$ cat config.mk
export PLATFORM = sky130hd
export DESIGN_NAME = morse_char_scheduler
export DESIGN_NICKNAME = d
export VERILOG_FILES = /design/src/rtl/morse_char_scheduler.sv
export SDC_FILE = /design/constraint.sdc
export NUM_CORES = 1
export LEC_CHECK = 0
export CAP_MARGIN = 25
export CORE_MARGIN = 8
export CORE_UTILIZATION = 35
export DETAILED_ROUTE_END_ITERATION = 8
export HOLD_SLACK_MARGIN = 0.12
export PLACE_DENSITY_LB_ADDON = 0.12
export SYNTH_ARGS = -nofsm -noshare
export SYNTH_HDL_FRONTEND = slang
export SYNTH_SLANG_ARGS = --single-unit
$ cat constraint.sdc
create_clock -name clk -period 3.32 [get_ports clk]
set_input_delay 0.664 -clock clk [delete_from_list [all_inputs] [get_ports clk]]
set_output_delay 0.664 -clock clk [all_outputs]
set_load 0.01 [all_outputs]
$ cat src/rtl/morse_char_scheduler.sv
// Morse character scheduler: filters PS/2 set-2 scan codes, buffers the
// mapped characters in a FIFO and, on Enter, hands them one at a time to
// the Morse encoder over a start/busy handshake. F1-F4 select encoder speed.
module morse_char_scheduler #(
    parameter int         DEPTH     = 16,
    parameter logic [1:0] SPEED_RST = 2'd1
) (
    input  logic                    clk,
    input  logic                    rst_n,
    input  logic [7:0]              scan_code,
    input  logic                    scan_valid,
    input  logic                    enc_busy,
    output logic [5:0]              enc_char,
    output logic                    enc_start,
    output logic [1:0]              speed_sel,
    output logic                    playing,
    output logic [$clog2(DEPTH):0]  fifo_count,
    output logic                    overflow
);

    localparam int          AW   = $clog2(DEPTH);
    localparam logic [AW:0] FULL = (AW+1)'(DEPTH);
    localparam logic [AW:0] ONE  = (AW+1)'(1);

    typedef enum logic [1:0] {
        IDLE,
        ISSUE,
        WAIT_ACK,
        WAIT_DONE
    } state_t;

    state_t         state_q;
    logic           brk_q;
    logic           ext_q;
    logic           playReq_q;
    logic           busy_q;
    logic           overflow_q;
    logic           encStart_q;
    logic           playing_q;
    logic [5:0]     encChar_q;
    logic [1:0]     speed_q;
    logic [AW-1:0]  head_q;
    logic [AW-1:0]  head_d;
    logic [AW-1:0]  tail_q;
    logic [AW-1:0]  tail_d;
    logic [AW:0]    count_q;
    logic [AW:0]    count_d;
    logic [5:0]     mem_q [DEPTH];

    logic           accept;
    logic [6:0]     mapped;
    logic           isChar;
    logic           isEnter;
    logic           isBsp;
    logic           isSpeed;
    logic [1:0]     speedCode;
    logic           doPush;
    logic           doPop;
    logic           doBsp;
    logic           haveNext;

    // Returns {valid, char code} for printable make codes.
    function automatic logic [6:0] mapCode(input logic [7:0] code);
        logic [6:0] r;
        r = '0;
        case (code)
            8'h29: r = {1'b1, 6'd0};
            8'h1C: r = {1'b1, 6'd1};
            8'h32: r = {1'b1, 6'd2};
            8'h21: r = {1'b1, 6'd3};
            8'h23: r = {1'b1, 6'd4};
            8'h24: r = {1'b1, 6'd5};
            8'h2B: r = {1'b1, 6'd6};
            8'h34: r = {1'b1, 6'd7};
            8'h33: r = {1'b1, 6'd8};
            8'h43: r = {1'b1, 6'd9};
            8'h3B: r = {1'b1, 6'd10};
            8'h42: r = {1'b1, 6'd11};
            8'h4B: r = {1'b1, 6'd12};
            8'h3A: r = {1'b1, 6'd13};
            8'h31: r = {1'b1, 6'd14};
            8'h44: r = {1'b1, 6'd15};
            8'h4D: r = {1'b1, 6'd16};
            8'h15: r = {1'b1, 6'd17};
            8'h2D: r = {1'b1, 6'd18};
            8'h1B: r = {1'b1, 6'd19};
            8'h2C: r = {1'b1, 6'd20};
            8'h3C: r = {1'b1, 6'd21};
            8'h2A: r = {1'b1, 6'd22};
            8'h1D: r = {1'b1, 6'd23};
            8'h22: r = {1'b1, 6'd24};
            8'h35: r = {1'b1, 6'd25};
            8'h1A: r = {1'b1, 6'd26};
            8'h45: r = {1'b1, 6'd27};
            8'h16: r = {1'b1, 6'd28};
            8'h1E: r = {1'b1, 6'd29};
            8'h26: r = {1'b1, 6'd30};
            8'h25: r = {1'b1, 6'd31};
            8'h2E: r = {1'b1, 6'd32};
            8'h36: r = {1'b1, 6'd33};
            8'h3D: r = {1'b1, 6'd34};
            8'h3E: r = {1'b1, 6'd35};
            8'h46: r = {1'b1, 6'd36};
            default: r = '0;
        endcase
        return r;
    endfunction

    // Decode the current byte and resolve same-cycle push/pop/backspace.
    always_comb begin
        accept    = scan_valid && !brk_q && !ext_q &&
                    (scan_code != 8'hF0) && (scan_code != 8'hE0);
        mapped    = mapCode(scan_code);
        isChar    = accept && mapped[6];
        isEnter   = accept && (scan_code == 8'h5A);
        isBsp     = accept && (scan_code == 8'h66);
        isSpeed   = 1'b0;
        speedCode = 2'd0;
        case (scan_code)
            8'h05: begin isSpeed = accept; speedCode = 2'd0; end
            8'h06: begin isSpeed = accept; speedCode = 2'd1; end
            8'h04: begin isSpeed = accept; speedCode = 2'd2; end
            8'h0C: begin isSpeed = accept; speedCode = 2'd3; end
            default: begin isSpeed = 1'b0; speedCode = 2'd0; end
        endcase
        doPop    = (state_q == ISSUE) && (count_q != '0);
        doPush   = isChar && ((count_q != FULL) || doPop);
        doBsp    = isBsp && (count_q != '0) && !(doPop && (count_q == ONE));
        haveNext = (count_q != '0) && !((count_q == ONE) && doBsp);
        head_d   = head_q + AW'(doPop);
        tail_d   = tail_q + AW'(doPush) - AW'(doBsp);
        count_d  = count_q + (AW+1)'(doPush) - (AW+1)'(doPop) - (AW+1)'(doBsp);
    end

    // Prefix flags, FIFO pointers, speed select, overflow pulse and busy sync.
    always_ff @(posedge clk or negedge rst_n) begin
        if (!rst_n) begin
            brk_q      <= 1'b0;
            ext_q      <= 1'b0;
            head_q     <= '0;
            tail_q     <= '0;
            count_q    <= '0;
            speed_q    <= SPEED_RST;
            overflow_q <= 1'b0;
            busy_q     <= 1'b0;
        end else begin
            if (scan_valid) begin
                if (brk_q || ext_q) begin
                    brk_q <= ext_q && (scan_code == 8'hF0);
                    ext_q <= 1'b0;
                end else if (scan_code == 8'hF0) begin
                    brk_q <= 1'b1;
                end else if (scan_code == 8'hE0) begin
                    ext_q <= 1'b1;
                end
            end
            head_q     <= head_d;
            tail_q     <= tail_d;
            count_q    <= count_d;
            if (isSpeed) begin
                speed_q <= speedCode;
            end
            overflow_q <= isChar && (count_q == FULL) && !doPop;
            busy_q     <= enc_busy;
        end
    end

    // Character storage; holds no state that needs clearing on reset.
    always_ff @(posedge clk) begin
        if (doPush) begin
            mem_q[tail_q] <= mapped[5:0];
        end
    end

    // Playback FSM issuing one character per encoder busy cycle.
    always_ff @(posedge clk or negedge rst_n) begin
        if (!rst_n) begin
            state_q    <= IDLE;
            playReq_q  <= 1'b0;
            playing_q  <= 1'b0;
            encStart_q <= 1'b0;
            encChar_q  <= '0;
        end else begin
            encStart_q <= 1'b0;
            if (isEnter && (count_q != '0) && !playing_q) begin
                playReq_q <= 1'b1;
            end
            case (state_q)
                IDLE: begin
                    if (playReq_q) begin
                        if (haveNext) begin
                            state_q    <= ISSUE;
                            encStart_q <= 1'b1;
                            encChar_q  <= mem_q[head_q];
                            playing_q  <= 1'b1;
                        end else begin
                            playReq_q <= 1'b0;
                        end
                    end
                end
                ISSUE: begin
                    state_q <= WAIT_ACK;
                end
                WAIT_ACK: begin
                    if (busy_q) begin
                        state_q <= WAIT_DONE;
                    end
                end
                WAIT_DONE: begin
                    if (!busy_q) begin
                        if (haveNext) begin
                            state_q    <= ISSUE;
                            encStart_q <= 1'b1;
                            encChar_q  <= mem_q[head_q];
                        end else begin
                            state_q   <= IDLE;
                            playing_q <= 1'b0;
                            playReq_q <= 1'b0;
                        end
                    end
                end
                default: begin
                    state_q <= IDLE;
                end
            endcase
        end
    end

    assign enc_char   = encChar_q;
    assign enc_start  = encStart_q;
    assign speed_sel  = speed_q;
    assign playing    = playing_q;
    assign fifo_count = count_q;
    assign overflow   = overflow_q;

endmodule

==> key figures, run 1 <==
Setup path
  – Flop-to-flop setup slack: 0.20 ns
  – Worst reg2reg path endpoint: fifo_count[3]$_DFF_PN0_
  – Nature of the critical path startpoint: input pin
  – R2R cell count: 14
  – CP Data Arrival Time: 3.50 ns
  – Crit-path max cell delay: 0.48 ns
  – CP Capture Type: flop
  – FF-to-FF Start: fifo_count[2]$_DFF_PN0_
  – Max stage delay cell, worst path: clkdlybuf4s50_1
  – Crit-path max FO: 2
  – Worst EP required: 3.60 ns
  – Critical path type: in2reg
  – Worst-path cell chain: clkdlybuf4s50_1 > or3b_4 > or4_4 > nor2_4 > nor2_1 > a31oi_1 > ha_2 > nor2_1 > ha_1 > inv_1 > ha_2 > fa_2 > xnor2_1

Yosys
  – Post-synthesis async set-or-reset flop share: 23.81%
  – Ys flop type: edfxtp_1
  – EDFF count, synth: 96
  – Area contributors post-synth: edfxtp_1 47%, dfrtp_1 12%, mux4_2 9.1%, ha_1 5.7%, nand2_1 2.3%
  – Syn nets: 496
  – Ys Warns: 0
  – Synthesized area: 6165 µm²
  – Yosys top cell by area: edfxtp_1
  – Netlist cell types: 56
  – Sequential element share of the synthesized area: 58.96%
  – Post-Syn Area per Cell: 13.58 µm²
  – Share of the synthesized area in the top cell type: 46.76%
  – Cell count after synthesis: 454
  – FF+latch count, synth: 126

Clock network
  – H-tree levels: 4
  – Clock slew at reported path FFs: 0.06 ns
  – Clock latency on the worst-skew pair: 0.41 ns
  – CTS Root Cell: clkbuf_16
  – CTS tree: built
  – TritonCTS Buffers: 17
  – CTS Sinks: 126
  – CTS Buffer Depth: 2
  – Post-CTS setup buffer count: 0

Global routing
  – Total congestion overflow: 0
  – Global Route Usage Sum: 13.29%
  – Largest net degree at the start of global routing: 25
  – Antenna violations before repair: 0
  – Number of global-route vias before repair: 4,241
  – First-pass GRT wire length: 22,540 µm

Pwr
  – Pwr Density: 734.5 nW/µm²
  – Sw power: 0.001759 W
  – Static Leak: 2.899 nW
  – Final total power: 0.005692 W
  – Combinational Power Share: 34.1%
  – Sw frac: 30.91%
  – Clock share of power: 30.4%
  – Max rail drop VDD: 412.6 µV
  – Internal power: 0.003933 W
  – Seq pwr share: 35.5%

Cells and area
  – Finished Layout Cells: 785
  – ANT cells: 0
  – Final Instance Area: 7750 µm²
  – Finished Core Util: 44.96%
  – Fin nets: 589
  – Fillers: 1,556
  – Share of cells above drive strength 1: 25.89%
  – Area Overhead vs Synth: 25.72%

Detailed routing
  – Via density: 5.073
  – DRT Pass-1 Iters: 4
  – Avg WL per Cell: 17.52 µm
  – DRT iter0 DRCs: 326
  – Vias: 3,982
  – Final ANT Viol Nets: 0
  – Final WL: 13,750 µm
  – Drc violations: 0

Timing
  – Slew Limit Fails: 0
  – Setup-failing EPs final: 0
  – Period utilization: 96.83%
  – Minimum clock period after layout: 3.215 ns
  – Worst-Margin Slew: 0.7394 ns
  – Fin. Hold Viols: 0
  – Fin Clk Skew: 0.008587 ns
  – Worst Slack Setup Final: 0.1052 ns
  – Fmax: 311.1 MHz
  – Slew HR: 50.70%
  – RSZ-0062 raised after global routing: false

Placement
  – DP Wirelength: 9993 µm
  – Place WS: -0.5343 ns
  – Placed cells: 751
  – GPL Wtd Cong: 0.8543
  – IO buf count: 27
  – Cell Area, Placed: 7141 µm²

Floorplan
  – Die Y: 148.7 µm
  – # IOs: 28
  – Core box area: 17,240 µm²
  – Initial Util: 35.77%
  – Die area: 22,120 µm²
  – Num rows: 48
  – Die X: 148.7 µm

Flow run
  – Max Cap Viol: 0

Worst hold path
  – Hold Path Class: in2async

Outcome
  – Status: complete, no violations
==> placed cells by master, fill, tap and decap left out, types with 3 or more instances in the layout <==
cell type	count
nor4_1	18
xor2_1	3
clkbuf_1	4
clkbuf_16	17
nor2b_1	9
a21oi_1	11
nand2_1	38
mux2_4	6
mux4_2	25
clkdlybuf4s50_1	25
dfrtp_1	29
nor3b_1	3
or3_1	3
inv_1	21
o211ai_1	4
nand3_1	11
nor3_1	5
buf_4	68
and2_1	3
a22oi_1	13
o21ai_0	16
ha_1	25
ha_2	3
edfxtp_1	96
nor2_1	26
nand2b_1	9
nand3b_1	5
clkinvlp_4	4
a31oi_1	4
xnor2_1	4
==> kinds of logic after synthesis <==
| kind of cell | after synthesis | share of synthesized area (%) |
|---|---|---|
| adders and majority gates | 30 | 6.333 |
| buffers and inverters | 45 | 2.943 |
| xor gates and xnor gates | 7 | 0.9945 |
| muxes | 33 | 10.96 |
| and+or+nand+nor | 141 | 11.83 |
| DFF | 126 | 58.96 |
| AOI/OAI and AO/OA | 72 | 7.977 |
==> area by class of cell <==
| type | instances | area (µm²) | share of cell area (%) |
|---|---|---|---|
| flip-flops and latches | 126 | 3635 | 46.90 |
| well taps | 225 | 281.5 | 3.633 |
| repair buffers | 97 | 825.8 | 10.66 |
| inverters | 22 | 82.58 | 1.066 |
| clock buffers | 23 | 467.9 | 6.038 |
| multi-input cells | 283 | 2370 | 30.58 |
| clock inverters | 9 | 87.58 | 1.130 |
==> cell usage after synthesis (3+ instances only) <==
cell type	n
mux2_4	6
nor2_1	27
buf_1	5
nor3_1	5
a31oi_1	4
and2_1	3
xnor2_1	4
a21oi_1	12
or3_1	3
buf_2	4
xor2_1	3
nand2_1	38
o21ai_0	16
edfxtp_1	96
clkbuf_1	13
dfrtp_1	29
ha_1	28
inv_1	22
nor4_1	18
nand3b_1	5
nand3_1	11
nand2b_1	9
nor3b_1	3
mux4_2	25
nor2b_1	9
a22oi_1	13
o211ai_1	4
==> power groups by stage <==
stage	combinational (W)	sequential, W	clock [W]
after global routing	0.00217	0.00205	0.00184
after detailed placement	0.00197	0.00206	0
after global placement	0.00194	0.00205	0
after CTS	0.00198	0.00203	0.00176
final	0.00194	0.00202	0.00173
after floorplan	0.00133	0.00205	0
==> critical path: cells and delay by family <==
kind            cells  cell delay [ns]
simple gates        5             1.05
buf+inv             2             0.52
compound gates      1             0.16
xor+xnor            1             0.13
fa+ha+maj           4             0.98
==> timing repair <==
| action | 4_1_cts | 5_1_grt |
|---|---|---|
| setup endpoints to repair | 3 | 2 |
| hold buffers | 0 | 0 |
| pin swaps | 2 | 0 |
| gates resized for setup | 7 | 3 |
==> registers in the layout, summed over array words and instances, names as in the netlist <==
signal	flops
state_q	2
fifo_count	5
playReq_q	1
enc_char	6
tail_q	4
playing	1
ext_q	1
speed_sel	2
busy_q	1
brk_q	1
enc_start	1
mem_q	96
head_q	4
overflow	1
==> worst max path at each step <==
stage / end / slack, ns / cells after the start / startpoint
2_1_floorplan: fifo_count[3]$_DFF_PN0_ / 0.02 / 15 / scan_code[0]
3_3_place_gp: fifo_count[3]$_DFF_PN0_ / -0.46 / 13 / scan_valid
3_5_place_dp: fifo_count[3]$_DFF_PN0_ / -0.53 / 13 / scan_valid
4_1_cts: fifo_count[3]$_DFF_PN0_ / 0.1 / 13 / scan_valid
5_1_grt: fifo_count[3]$_DFF_PN0_ / 0.009 / 13 / scan_valid
6_report: fifo_count[3]$_DFF_PN0_ / 0.11 / 13 / scan_valid
==> layer usage <==
layer	vias to the layer above	global-route usage (%)	part of all wire, %
met1	1970	16.60	46
met5	-	0	0
li1	1922	-	-
met4	0	4.997	1.3
met2	76	21.70	49
met3	14	3.525	3.8
==> through the flow <==
stage | hold WS, ns | TNS, ns
final | 0.4646 | 0
after global routing | 0.4470 | 0
after detailed placement | 0.4664 | -2.585
after CTS | 0.4829 | 0
after floorplan | 0.3684 | 0
after global placement | 0.4574 | -2.036
Note: power is estimated with default switching activity, not from simulation.
==> run 2: changes to the inputs <==
--- a/config.mk
+++ b/config.mk
@@ -6,8 +6,9 @@
 export NUM_CORES = 1
 export LEC_CHECK = 0
 export CAP_MARGIN = 25
+export CORE_ASPECT_RATIO = 0.5
 export CORE_MARGIN = 8
-export CORE_UTILIZATION = 35
+export CORE_UTILIZATION = 50
 export DETAILED_ROUTE_END_ITERATION = 8
 export HOLD_SLACK_MARGIN = 0.12
 export PLACE_DENSITY_LB_ADDON = 0.12
==> run 2 against run 1 <==
- non-clock buffer count is 3 lower
- maximum frequency is 3.0% higher
- clock power is 6% higher
- total power is 2.1% higher
- final area is 0.79% lower
- routed wire length is 2.9% lower
- register-to-register slack better by 0.02 ns
- combinational power hardly changed
- count of clock-buffer cells in the layout is 6 lower
- clock skew is 0.013 ns higher
- global-route usage is 3.7 points higher
- highest routed layer unchanged
==> key figures, run 2 (synthesis gave the netlist of run 1 again) <==
Pwr
  – Combinational Power Share: 33.8%
  – Max rail drop VDD: 420.6 µV
  – Static Leak: 2.942 nW
  – Seq pwr share: 34.7%
  – Internal power: 0.003989 W
  – Clock share of power: 31.5%
  – Final total power: 0.005815 W
  – Sw power: 0.001826 W
  – Sw frac: 31.40%
  – Pwr Density: 756.3 nW/µm²

Timing
  – Period utilization: 94.01%
  – RSZ-0062 raised after global routing: false
  – Fin. Hold Viols: 0
  – Worst hold margin: 0.4899 ns
  – Setup-failing EPs final: 0
  – Worst-Margin Slew: 0.6634 ns
  – Fmax: 320.4 MHz
  – Slew HR: 55.61%
  – Fin Clk Skew: 0.02168 ns
  – Minimum clock period after layout: 3.121 ns
  – Slew Limit Fails: 0

Clock network
  – Clock slew at reported path FFs: 0.06 ns
  – CTS tree: built
  – Clock latency on the worst-skew pair: 0.42 ns
  – CTS Root Cell: clkbuf_16
  – CTS Buffer Depth: 2
  – CTS Sinks: 126
  – TritonCTS Buffers: 17
  – H-tree levels: 4

Detailed routing
  – Final ANT Viol Nets: 0
  – DRT iter0 DRCs: 464
  – Drc violations: 0
  – Vias: 4,009
  – Avg WL per Cell: 18.50 µm
  – Via density: 5.553
  – DRT Pass-1 Iters: 5
  – Final WL: 13,360 µm

Floorplan
  – Initial Util: 51.75%
  – Die X: 173.0 µm
  – Core box area: 11,910 µm²
  – Die Y: 94.52 µm
  – Num rows: 28
  – Die area: 16,350 µm²
  – # IOs: 28

Placement
  – Placed cells: 688
  – DP Wirelength: 9236 µm
  – Cell Area, Placed: 7043 µm²
  – GPL Wtd Cong: 0.8886
  – IO buf count: 27

Global routing
  – Total congestion overflow: 0
  – Number of global-route vias before repair: 4,013
  – Antenna violations before repair: 0
  – Global Route Usage Sum: 17.02%
  – First-pass GRT wire length: 21,380 µm
  – Largest net degree at the start of global routing: 31

Cells and area
  – Most common cell after layout, fill and taps aside: edfxtp_1
  – Largest register by flop count: mem_q
  – Footprint of the multi-input gates: 2379 µm²
  – Fillers: 912
  – FF/Latch Area: 3635 µm²
  – Area Overhead vs Synth: 24.72%
  – Final Instance Area: 7689 µm²
  – Finished Layout Cells: 722
  – Max reg flops: 96
  – Most frequent cells in the layout: 96 x edfxtp_1, 64 x buf_4, 38 x nand2_1, 29 x dfrtp_1, 26 x ha_1
  – ANT cells: 0
  – Share of cells above drive strength 1: 26.39%
  – Fin nets: 586

Worst hold path
  – Hold Path Class: reg2reg

Setup path
  – CP Capture Type: flop
  – CP Data Arrival Time: 3.43 ns
  – Crit-path max FO: 13
  – Worst EP required: 3.63 ns
  – Critical path type: in2reg
  – Nature of the critical path startpoint: input pin

Outcome
  – Status: complete, no violations

Flow run
  – Max Cap Viol: 0
==> run 2: changes by cell type in the layout (fill, tap and decap cells not counted), moves of 2 or more <==
| cell | before | now |
|---|---|---|
| clkinv_4 | 1 | 4 |
| clkbuf_1 | 4 | 0 |
| clkinvlp_4 | 4 | 1 |
| clkinv_2 | 2 | 4 |
| clkbuf_8 | 2 | 0 |
| buf_4 | 68 | 64 |
| inv_6 | 1 | 3 |
| dlymetal6s2s_1 | 0 | 3 |
| dlygate4sd2_1 | 2 | 0 |
| buf_6 | 0 | 2 |
==> run 2: final timing paths <==
check                                         startpoint                       end  slack, ns  cells after the start
max in group asynchronous                          rst_n  speed_sel[0]$_DFFE_PN1P_       2.34                      2
worst min-delay path            speed_sel[1]$_DFFE_PN0P_  speed_sel[1]$_DFFE_PN0P_       0.49                      2
worst min register to register  speed_sel[1]$_DFFE_PN0P_  speed_sel[1]$_DFFE_PN0P_       0.49                      2
worst max-delay path                        scan_code[2]       tail_q[2]$_DFF_PN0_       0.20                     12
worst max register to register   fifo_count[2]$_DFF_PN0_   fifo_count[3]$_DFF_PN0_       0.22                     14
min in group asynchronous                          rst_n   enc_char[3]$_DFFE_PN0P_       0.64                      2
==> run 2: critical path, stage by stage <==
cell	delay, ns
clkdlybuf4s50_1	0.55
buf_6	0.17
nand2b_1	0.07
and3_1	0.17
o32ai_1	0.27
a32oi_1	0.12
or3_1	0.34
ha_1	0.29
inv_1	0.04
ha_1	0.20
fa_1	0.38
xor2_1	0.17
==> run 2: stage by stage <==
step | setup WS [ns] | TNS, ns | utilization, %
floorplan | 0.02011 | 0 | -
CTS | 0.008844 | 0 | 64.21
finish | 0.1988 | 0 | 64.55
detailed placement | -0.5384 | -4.684 | 59.13
global placement | -0.4767 | -2.536 | 59.13
global route | 0.009758 | 0 | 64.55
==> run 2: power groups by stage <==
stage	Sequential, W	Clock, W	Combinational [W]
floorplan	0.00205	0	0.00133
global placement	0.00204	0	0.00193
detailed placement	0.00205	0	0.00195
CTS	0.00202	0.00187	0.00196
global route	0.00205	0.00192	0.00217
finish	0.00202	0.00183	0.00196
==> run 2: area by class of cell <==
| type | count | share of cell area (%) |
|---|---|---|
| inverters | 22 | 1.074 |
| multi-input cells | 283 | 30.94 |
| clock buffers | 17 | 5.533 |
| repair buffers | 94 | 10.41 |
| well taps | 165 | 2.685 |
| flip-flops and latches | 126 | 47.27 |
| clock inverters | 15 | 2.083 |
==> run 2: per-layer routing <==
layer  share of wire, %  track usage, %  vias up
met1                 48           23.22     1980
met2                 45           26.17      102
li1                   -               -     1923
met5                  0               0        -
met4               0.43           5.702        0
met3                6.5           4.819        4
==> run 2: repair_timing <==
item,in CTS,in global routing
hold buffers,0,0
setup endpoints to repair,2,4
buffers inserted,1,0
resized for setup,4,9
pin swaps,2,3
